`src/rtl/ras_pkg.sv`:
```
// Shared types and sizing for the committed return-address stack.
// The action struct bundles one commit's worth of stack work.
package ras_pkg;

  localparam int RAS_DEPTH      = 16;
  localparam int RAS_WIDTH      = 32;
  localparam int RAS_ADDR_WIDTH = 10;
  localparam int RAS_IDX_W      = $clog2(RAS_DEPTH);
  localparam int RAS_CNT_W      = RAS_IDX_W + 1;

  typedef struct packed {
    logic [RAS_WIDTH-1:0]      data;
    logic [RAS_ADDR_WIDTH-1:0] addr;
    logic                      pop;
    logic                      push;
  } ras_action_t;

endpackage

```
`src/rtl/ras_bram.sv`:
```
// Simple dual-port memory: port A registered read, port B write.
// Optional write-first bypass when both ports hit the same slot.
module ras_bram #(
  parameter int DEPTH           = 16,
  parameter int WIDTH           = 32,
  parameter int RESOLVE_COLLIDE = 1,
  localparam int IDX_W          = $clog2(DEPTH)
) (
  input  logic             clk,
  input  logic [IDX_W-1:0] addra,
  output logic [WIDTH-1:0] douta,
  input  logic             web,
  input  logic [IDX_W-1:0] addrb,
  input  logic [WIDTH-1:0] dinb
);

  logic [WIDTH-1:0] r_mem [DEPTH];
  logic [WIDTH-1:0] r_douta;

  always_ff @(posedge clk) begin
    if (web) r_mem[addrb] <= dinb;
  end

  generate
    if (RESOLVE_COLLIDE != 0) begin : g_bypass
      always_ff @(posedge clk) begin
        r_douta <= (web && (addrb == addra)) ? dinb : r_mem[addra];
      end
    end else begin : g_plain
      always_ff @(posedge clk) begin
        r_douta <= r_mem[addra];
      end
    end
  endgenerate

  assign douta = r_douta;

endmodule

```
`src/rtl/ras_commit_stack.sv`:
```
// Architectural return-address stack fed by the committed action stream.
// Tracks committed tos/occupancy, serves fall-through lookups, drives recovery.
module ras_commit_stack
  import ras_pkg::*;
#(
  parameter int DEPTH      = RAS_DEPTH,
  parameter int WIDTH      = RAS_WIDTH,
  parameter int ADDR_WIDTH = RAS_ADDR_WIDTH,
  localparam int CNT_W     = $clog2(DEPTH) + 1
) (
  input  logic                  clk,
  input  logic                  reset,
  input  logic                  commit_i,
  input  logic                  pop_i,
  input  logic                  push_i,
  input  logic [WIDTH-1:0]      data_i,
  input  logic [ADDR_WIDTH-1:0] addr_i,
  input  logic [ADDR_WIDTH-1:0] rd_addr_i,
  output logic [WIDTH-1:0]      rd_data_o,
  output logic                  rd_valid_o,
  input  logic                  flush_i,
  output logic                  recover_valid_o,
  output logic [ADDR_WIDTH-1:0] base_addr_o,
  output logic [CNT_W-1:0]      count_o,
  output logic                  overflow_o,
  output logic                  underflow_o
);

  localparam int IDX_W = $clog2(DEPTH);
  localparam int CMP_W = ADDR_WIDTH + 1;
  localparam logic [CNT_W-1:0] FULL = CNT_W'(DEPTH);

  ras_action_t           w_act;
  logic [ADDR_WIDTH-1:0] r_tos;
  logic [CNT_W-1:0]      r_count;
  logic                  r_rd_valid;
  logic                  r_recover;
  logic                  r_overflow;
  logic                  r_underflow;

  logic [ADDR_WIDTH-1:0] w_tos_next;
  logic [CNT_W-1:0]      w_count_next;
  logic                  w_overflow;
  logic                  w_underflow;
  logic                  w_web;
  logic [ADDR_WIDTH-1:0] w_dist;
  logic                  w_rd_valid_next;

  assign w_act = '{data: data_i, addr: addr_i, pop: pop_i, push: push_i};
  assign w_web = commit_i & w_act.push;

  // Pop-then-push: a paired pop/push replaces the top entry in place.
  always_comb begin
    w_tos_next   = r_tos;
    w_count_next = r_count;
    w_overflow   = 1'b0;
    w_underflow  = 1'b0;
    if (commit_i) begin
      case ({w_act.pop, w_act.push})
        2'b10: begin
          if (r_count != '0) begin
            w_tos_next   = r_tos - 1'b1;
            w_count_next = r_count - 1'b1;
          end else begin
            w_underflow = 1'b1;
          end
        end
        2'b01: begin
          w_tos_next = w_act.addr;
          if (r_count != FULL) w_count_next = r_count + 1'b1;
          else                 w_overflow   = 1'b1;
        end
        2'b11: begin
          w_tos_next = w_act.addr;
          if (r_count == '0) begin
            w_count_next = CNT_W'(1);
            w_underflow  = 1'b1;
          end
        end
        default: ;
      endcase
    end
  end

  // Validity uses post-commit state so it agrees with the write-first bypass.
  assign w_dist          = w_tos_next - rd_addr_i;
  assign w_rd_valid_next = ({1'b0, w_dist} < CMP_W'(w_count_next));

  always_ff @(posedge clk) begin
    if (reset) begin
      r_tos       <= '0;
      r_count     <= '0;
      r_rd_valid  <= 1'b0;
      r_recover   <= 1'b0;
      r_overflow  <= 1'b0;
      r_underflow <= 1'b0;
    end else begin
      r_tos       <= w_tos_next;
      r_count     <= w_count_next;
      r_rd_valid  <= w_rd_valid_next;
      r_recover   <= flush_i;
      r_overflow  <= w_overflow;
      r_underflow <= w_underflow;
    end
  end

  ras_bram #(
    .DEPTH          (DEPTH),
    .WIDTH          (WIDTH),
    .RESOLVE_COLLIDE(1)
  ) u_mem (
    .clk  (clk),
    .addra(rd_addr_i[IDX_W-1:0]),
    .douta(rd_data_o),
    .web  (w_web),
    .addrb(w_act.addr[IDX_W-1:0]),
    .dinb (w_act.data)
  );

  assign rd_valid_o      = r_rd_valid;
  assign recover_valid_o = r_recover;
  assign base_addr_o     = r_tos;
  assign count_o         = r_count;
  assign overflow_o      = r_overflow;
  assign underflow_o     = r_underflow;

endmodule

```
`config.mk`:
```
export PLATFORM = sky130hd
export DESIGN_NAME = ras_commit_stack
export DESIGN_NICKNAME = d
export VERILOG_FILES = /design/src/rtl/ras_pkg.sv /design/src/rtl/ras_bram.sv /design/src/rtl/ras_commit_stack.sv
export SDC_FILE = /design/constraint.sdc
export NUM_CORES = 1
export LEC_CHECK = 0
export ABC_CLOCK_PERIOD_IN_PS = 10700
export BUFFER_PORTS_ARGS = -buffer_cell sky130_fd_sc_hd__clkbuf_2
export CAP_MARGIN = 0
export CORE_UTILIZATION = 39
export CTS_CLUSTER_DIAMETER = 150
export CTS_CLUSTER_SIZE = 8
export DETAILED_ROUTE_END_ITERATION = 12
export SETUP_SLACK_MARGIN = 0.5
export SYNTH_ARGS = -nofsm -noshare
export SYNTH_HDL_FRONTEND = slang
export SYNTH_SLANG_ARGS = --single-unit
export TNS_END_PERCENT = 20
```
`constraint.sdc`:
```
create_clock -name clk -period 10.7 [get_ports clk]
set_input_delay 2.14 -clock clk [delete_from_list [all_inputs] [get_ports clk]]
set_output_delay 2.14 -clock clk [all_outputs]
set_load 0.01 [all_outputs]
```
**Word level (Yosys, flattened, before mapping)**

Memories as Yosys holds them, arrays and structs flattened. A register that Yosys moved wholly into a read port is not among the register bits.
Cells that the tools add are included.

- Memories: 1
- Input port bits: 58
- Memory bits (writable): 512
- Flip-flop bits (word level): 19
- Output and inout port bits: 51

Memory list:

| name | words | bits a word | read ports | clocked after memory_dff | wr ports | RTL line | source |
|---|---|---|---|---|---|---|---|
| u_mem.r_mem | 16 | 32 | 1 | 1 | 1 | ras_bram.sv:17 | `logic [WIDTH-1:0] r_mem [DEPTH];` |

- Reductions and logical operators: 5
- Add/sub/neg operators: 4
- Eq/ne operators: 4
- Magnitude comparators: 1
- Bitwise gates (word level): 3
- Muxes and demuxes: 14

Operator list:

| kind | number |
|---|---|
| $mux 10 | 2 |
| $mux 5 | 4 |
| $pmux 10 s2 | 1 |
| $pmux 5 s3 | 1 |
| $lt 10x5->1 | 1 |
| $sub 10x1->10 const B | 1 |
| $sub 10x10->10 | 1 |
| $add 5x1->5 const B | 1 |
| $logic_not 5->1 | 1 |
| $mux 1 | 5 |
| $ne 5x5->1 const B | 1 |
| $reduce_bool 5->1 | 1 |
| $sub 5x1->5 const B | 1 |
| $eq 2x2->1 const B | 2 |
| $reduce_or 2->1 | 2 |
| $reduce_or 3->1 | 1 |
| $eq 2x1->1 const B | 1 |
| $not 1->1 | 2 |
| $pmux 1 s2 | 1 |
| $and 1x1->1 | 1 |

**Longest topological paths before layout**

- Depth after elaboration: 6
- Depth in mapped cells: 17
- Depth with buffers taken out: 17

**Modules after synthesis**

A second synthesis with hierarchy kept.

- Cell total of the unflattened synthesis: 1041
- Area, all modules: 21075.2 µm²

Modules (own cells, without submodules):

| module | area each (µm²) | sequential area each (µm²) | cells an instance | instances |
|---|---|---|---|---|
| ras_bram | 19293.5 | 15454.8 | 810 | 1 |
| ras_commit_stack | 1781.7 | 380.4 | 231 | 1 |

**Worst setup path before layout**

Ideal clock, no wire load.

- Path type: input to register
- From: input port commit_i
- To: memory u_mem.r_mem[12][0] (enable)
- Cell stages on the path: 6
- Library setup time: 0.461 ns
- Path buffers: 4
- Data arrival time: 5.587 ns
- Slack: 4.652 ns
- Path through: clkbuf_1 > clkbuf_1 > clkbuf_1 > clkbuf_1 > nand4_1 > nor3_1

- Word-level cells in the longest chain between the ends: 3

Ends and longest elaborated chain:

| item | RTL line | source |
|---|---|---|
| start, declared | ras_commit_stack.sv:13 | `input logic commit_i,` |
| $and 1x1->1 | ras_commit_stack.sv:50 | `assign w_web = commit_i & w_act.push;` |
| $mux 1 | ras_bram.sv:21 | `if (web) r_mem[addrb] <= dinb;` |
| $mux 1 (not written as such) | ras_bram.sv:21 |  |
| end, declared | ras_bram.sv:17 |  |

Every way passes these cells.

==> impl_metrics.json <==
{
  "status": "complete, no violations",
  "postRouteWirelength_um": 45850,
  "synth_async_sr_flop_share_pct": 0,
  "clock_skew_ns": 0.005223,
  "min-delay-path-class": "register to register",
  "synth_top_cell_by_area": "sky130_fd_sc_hd__edfxtp_1",
  "hold_vio_cnt_final": 0,
  "initial_core_util_pct": 39.86,
  "clockRootBuffer": "sky130_fd_sc_hd__clkbuf_16",
  "reg2regPathDepth": 17,
  "gpl.final_weighted_congestion": 0.7933,
  "synth.most_common_cell": "sky130_fd_sc_hd__edfxtp_1",
  "final_cells": 1842,
  "clk_transition_reported_paths_ns": 0.05,
  "synth_edf_count": 512,
  "syn-num-nets": 1052,
  "postLayoutSetupSlackWorst_ns": 4.781,
  "clock_insertion_delay_worst_skew_ns": 0.59,
  "hold_end": "base_addr_o[9]",
  "die_h_um": 234.9,
  "synth_largest_type_area_fraction_pct": 72.67,
  "vdd_drop_max_mv": 0.1150,
  "share_of_layout_cells_above_drive_strength_1_pct": 34.87,
  "report.power.total_mw": 4.757,
  "place_hpwl_um": 22160,
  "synth_cell_type_count": 61,
  "synth_flop_cell": "sky130_fd_sc_hd__edfxtp_1",
  "area.growth.synth_to_final_pct": 16.99,
  "post_detailed_route_via_to_cell_ratio": 5.565,
  "yosys_warn_count": 0,
  "grt_start_max_net_pins": 104,
  "die_width_um": 234.9,
  "setup.reg_to_reg.worst_slack_ns": 6.48,
  "floorplan.io_pins": 109,
  "cts_htree_levels": 3,
  "synth.ff_latch_count": 535,
  "detailedRoute.firstIterationViolations": 774,
  "rsz_0062_raised_after_global_routing": "false",
  "static-leakage-power_nw": 8.016,
  "num_vias": 10250,
  "rows": 84,
  "post-place-cells": 1744,
  "cts_sinks": 535,
  "drcViolationCount": 0,
  "hold_buffers": 0,
  "critPathLaunchType": "register",
  "netlist_instances": 975,
  "hold_start": "base_addr_o[9]",
  "grt_remaining_overflow": 0,
  "cts-resized-gates": 0,
  "drv_slew": 0,
  "yosys-top-cells-count": "sky130_fd_sc_hd__edfxtp_1, sky130_fd_sc_hd__mux4_2, sky130_fd_sc_hd__nor2_1",
  "crit_type": "register to primary output",
  "floorplan.die_area_sq_mm": 0.05518,
  "core_area_sq_mm": 0.05308,
  "rr_startpoint": "count_o[0]",
  "ys_top_cells_by_area": "sky130_fd_sc_hd__edfxtp_1, sky130_fd_sc_hd__mux4_2, sky130_fd_sc_hd__dfxtp_1",
  "antenna_found_initial": 3,
  "worstPathRequired_ns": 8.56,
  "min_period_ns": 5.919,
  "grt_pass1_vias": 10650,
  "setup_viol_count_final": 0,
  "worst-endpoint-arrival_ns": 3.78,
  "fin_nets": 1211,
  "final.setup.tns_ns": 0,
  "power_density_mw_per_mm2": 192.2,
  "buffer_ports.inserted": 108,
  "ys_seq_area_share_pct": 74.85,
  "drt.antenna.violating_nets": 0,
  "max_cap_viol_count": 0,
  "crit_path_end_kind": "primary output",
  "drt_pre_antenna_iters": 5,
  "worst_hold_path.num_cells": 2,
  "gr-usage-all-layers_pct": 16.93,
  "min_period_over_period_pct": 55.32,
  "routedWlPerCell_um": 24.89,
  "grt_pass1_wl_um": 68670,
  "actual_transition_at_the_worst_max_transition_pin_ns": 0.8906,
  "max_clock_freq_ghz": 0.1689,
  "finish.utilization_pct": 46.63,
  "bufs_on_longest_clock_path": 3,
  "cts_tree": "done",
  "place_ws_ns": 5.011,
  "worst_r2r_endpoint": "rd_valid_o",
  "timing.critical_path.fanout_max": 55,
  "post_cts_buffers": 0,
  "numCtsBuffers": 76,
  "timing.max_slew.rel_slack_pct": 40.63,
  "summed_instance_area_of_the_synthesized_netlist_sq_mm": 0.02116,
  "synth_area_per_cell_sq_um": 21.70
}
worst max-delay path by stage:
stage | start | end | depth (start not counted)
detailed placement | push_i | rd_valid_o | 14
global route | register | rd_data_o[30] | 5
CTS | register | rd_data_o[30] | 5
floorplan | commit_i | u_mem.r_mem[12][0] | 6
finish | register | rd_data_o[30] | 5
global placement | push_i | rd_valid_o | 14
critical path, stage by stage, from the launching register on:
cell	delay [ns]
sky130_fd_sc_hd__dfxtp_4	0.59
sky130_fd_sc_hd__buf_4	0.75
sky130_fd_sc_hd__buf_4	0.73
sky130_fd_sc_hd__mux4_2	0.41
sky130_fd_sc_hd__mux4_2	0.53
sky130_fd_sc_hd__clkbuf_2	0.15
layout by cell type, fill, tap and decap left out, types with 10 or more instances in the layout:
master and n:
sky130_fd_sc_hd__a21oi_1 10, sky130_fd_sc_hd__a22o_1 10, sky130_fd_sc_hd__buf_4 19, sky130_fd_sc_hd__clkbuf_1 16, sky130_fd_sc_hd__clkbuf_16 81, sky130_fd_sc_hd__clkbuf_2 108, sky130_fd_sc_hd__dfxtp_1 19, sky130_fd_sc_hd__edfxtp_1 512
sky130_fd_sc_hd__ha_1 18, sky130_fd_sc_hd__inv_1 17, sky130_fd_sc_hd__mux4_2 161, sky130_fd_sc_hd__nand2_1 22, sky130_fd_sc_hd__nand3_1 10, sky130_fd_sc_hd__nor2_1 21, sky130_fd_sc_hd__nor2_4 12, sky130_fd_sc_hd__nor2b_1 14
sky130_fd_sc_hd__o21ai_0 18
sequential cells by signal (all words and copies together) (netlist names), named ones only:
name	cells
underflow_o	1
base_addr_o	10
rd_valid_o	1
overflow_o	1
count_o	5
u_mem.r_mem	512
recover_valid_o	1
final cells by class:
type | count | area [sq um]
repair buffers | 128 | 703.2
flip-flops and latches | 535 | 15850
fillers | 4360 | 28330
diodes | 1 | 2.502
well taps | 688 | 860.8
clock buffers | 97 | 2087
multi-input cells | 375 | 5181
inverters | 18 | 67.56
cell families (layout without fill, tap and decap cells):
family | after synthesis | after routing | synth area share [%]
multiplexers | 161 | 161 | 17.14
AO/OA/AOI/OAI | 74 | 74 | 2.573
XOR/XNOR | 5 | 5 | 0.2070
buffers and inverters | 65 | 243 | 1.183
AND/OR/NAND/NOR | 116 | 116 | 2.892
flip-flops | 535 | 535 | 74.85
adder cells (fa/ha/maj) | 19 | 19 | 1.159
other | 0 | 1 | 0
where the power goes:
group          total [mW]  internal, mW  switching [mW]
clock                2.13          1.33           0.796
sequential           2.35          2.33          0.0203
combinational       0.280         0.128           0.152
through the flow:
stage          hold slack, ns  instance area, sq um
6_report               0.6169                 24750
5_1_grt                0.6597                 24750
4_1_cts                0.6033                 24750
3_5_place_dp           0.5913                 22660
3_3_place_gp           0.5933                 22660
2_1_floorplan          0.5700                 21160
routing by layer:
metal	track usage (%)	routed length [um]
met3	3.148	2421
met2	26.66	22140
met4	5.841	928
met5	0	27
met1	23.73	20330
(Power assumes the default switching activity.)
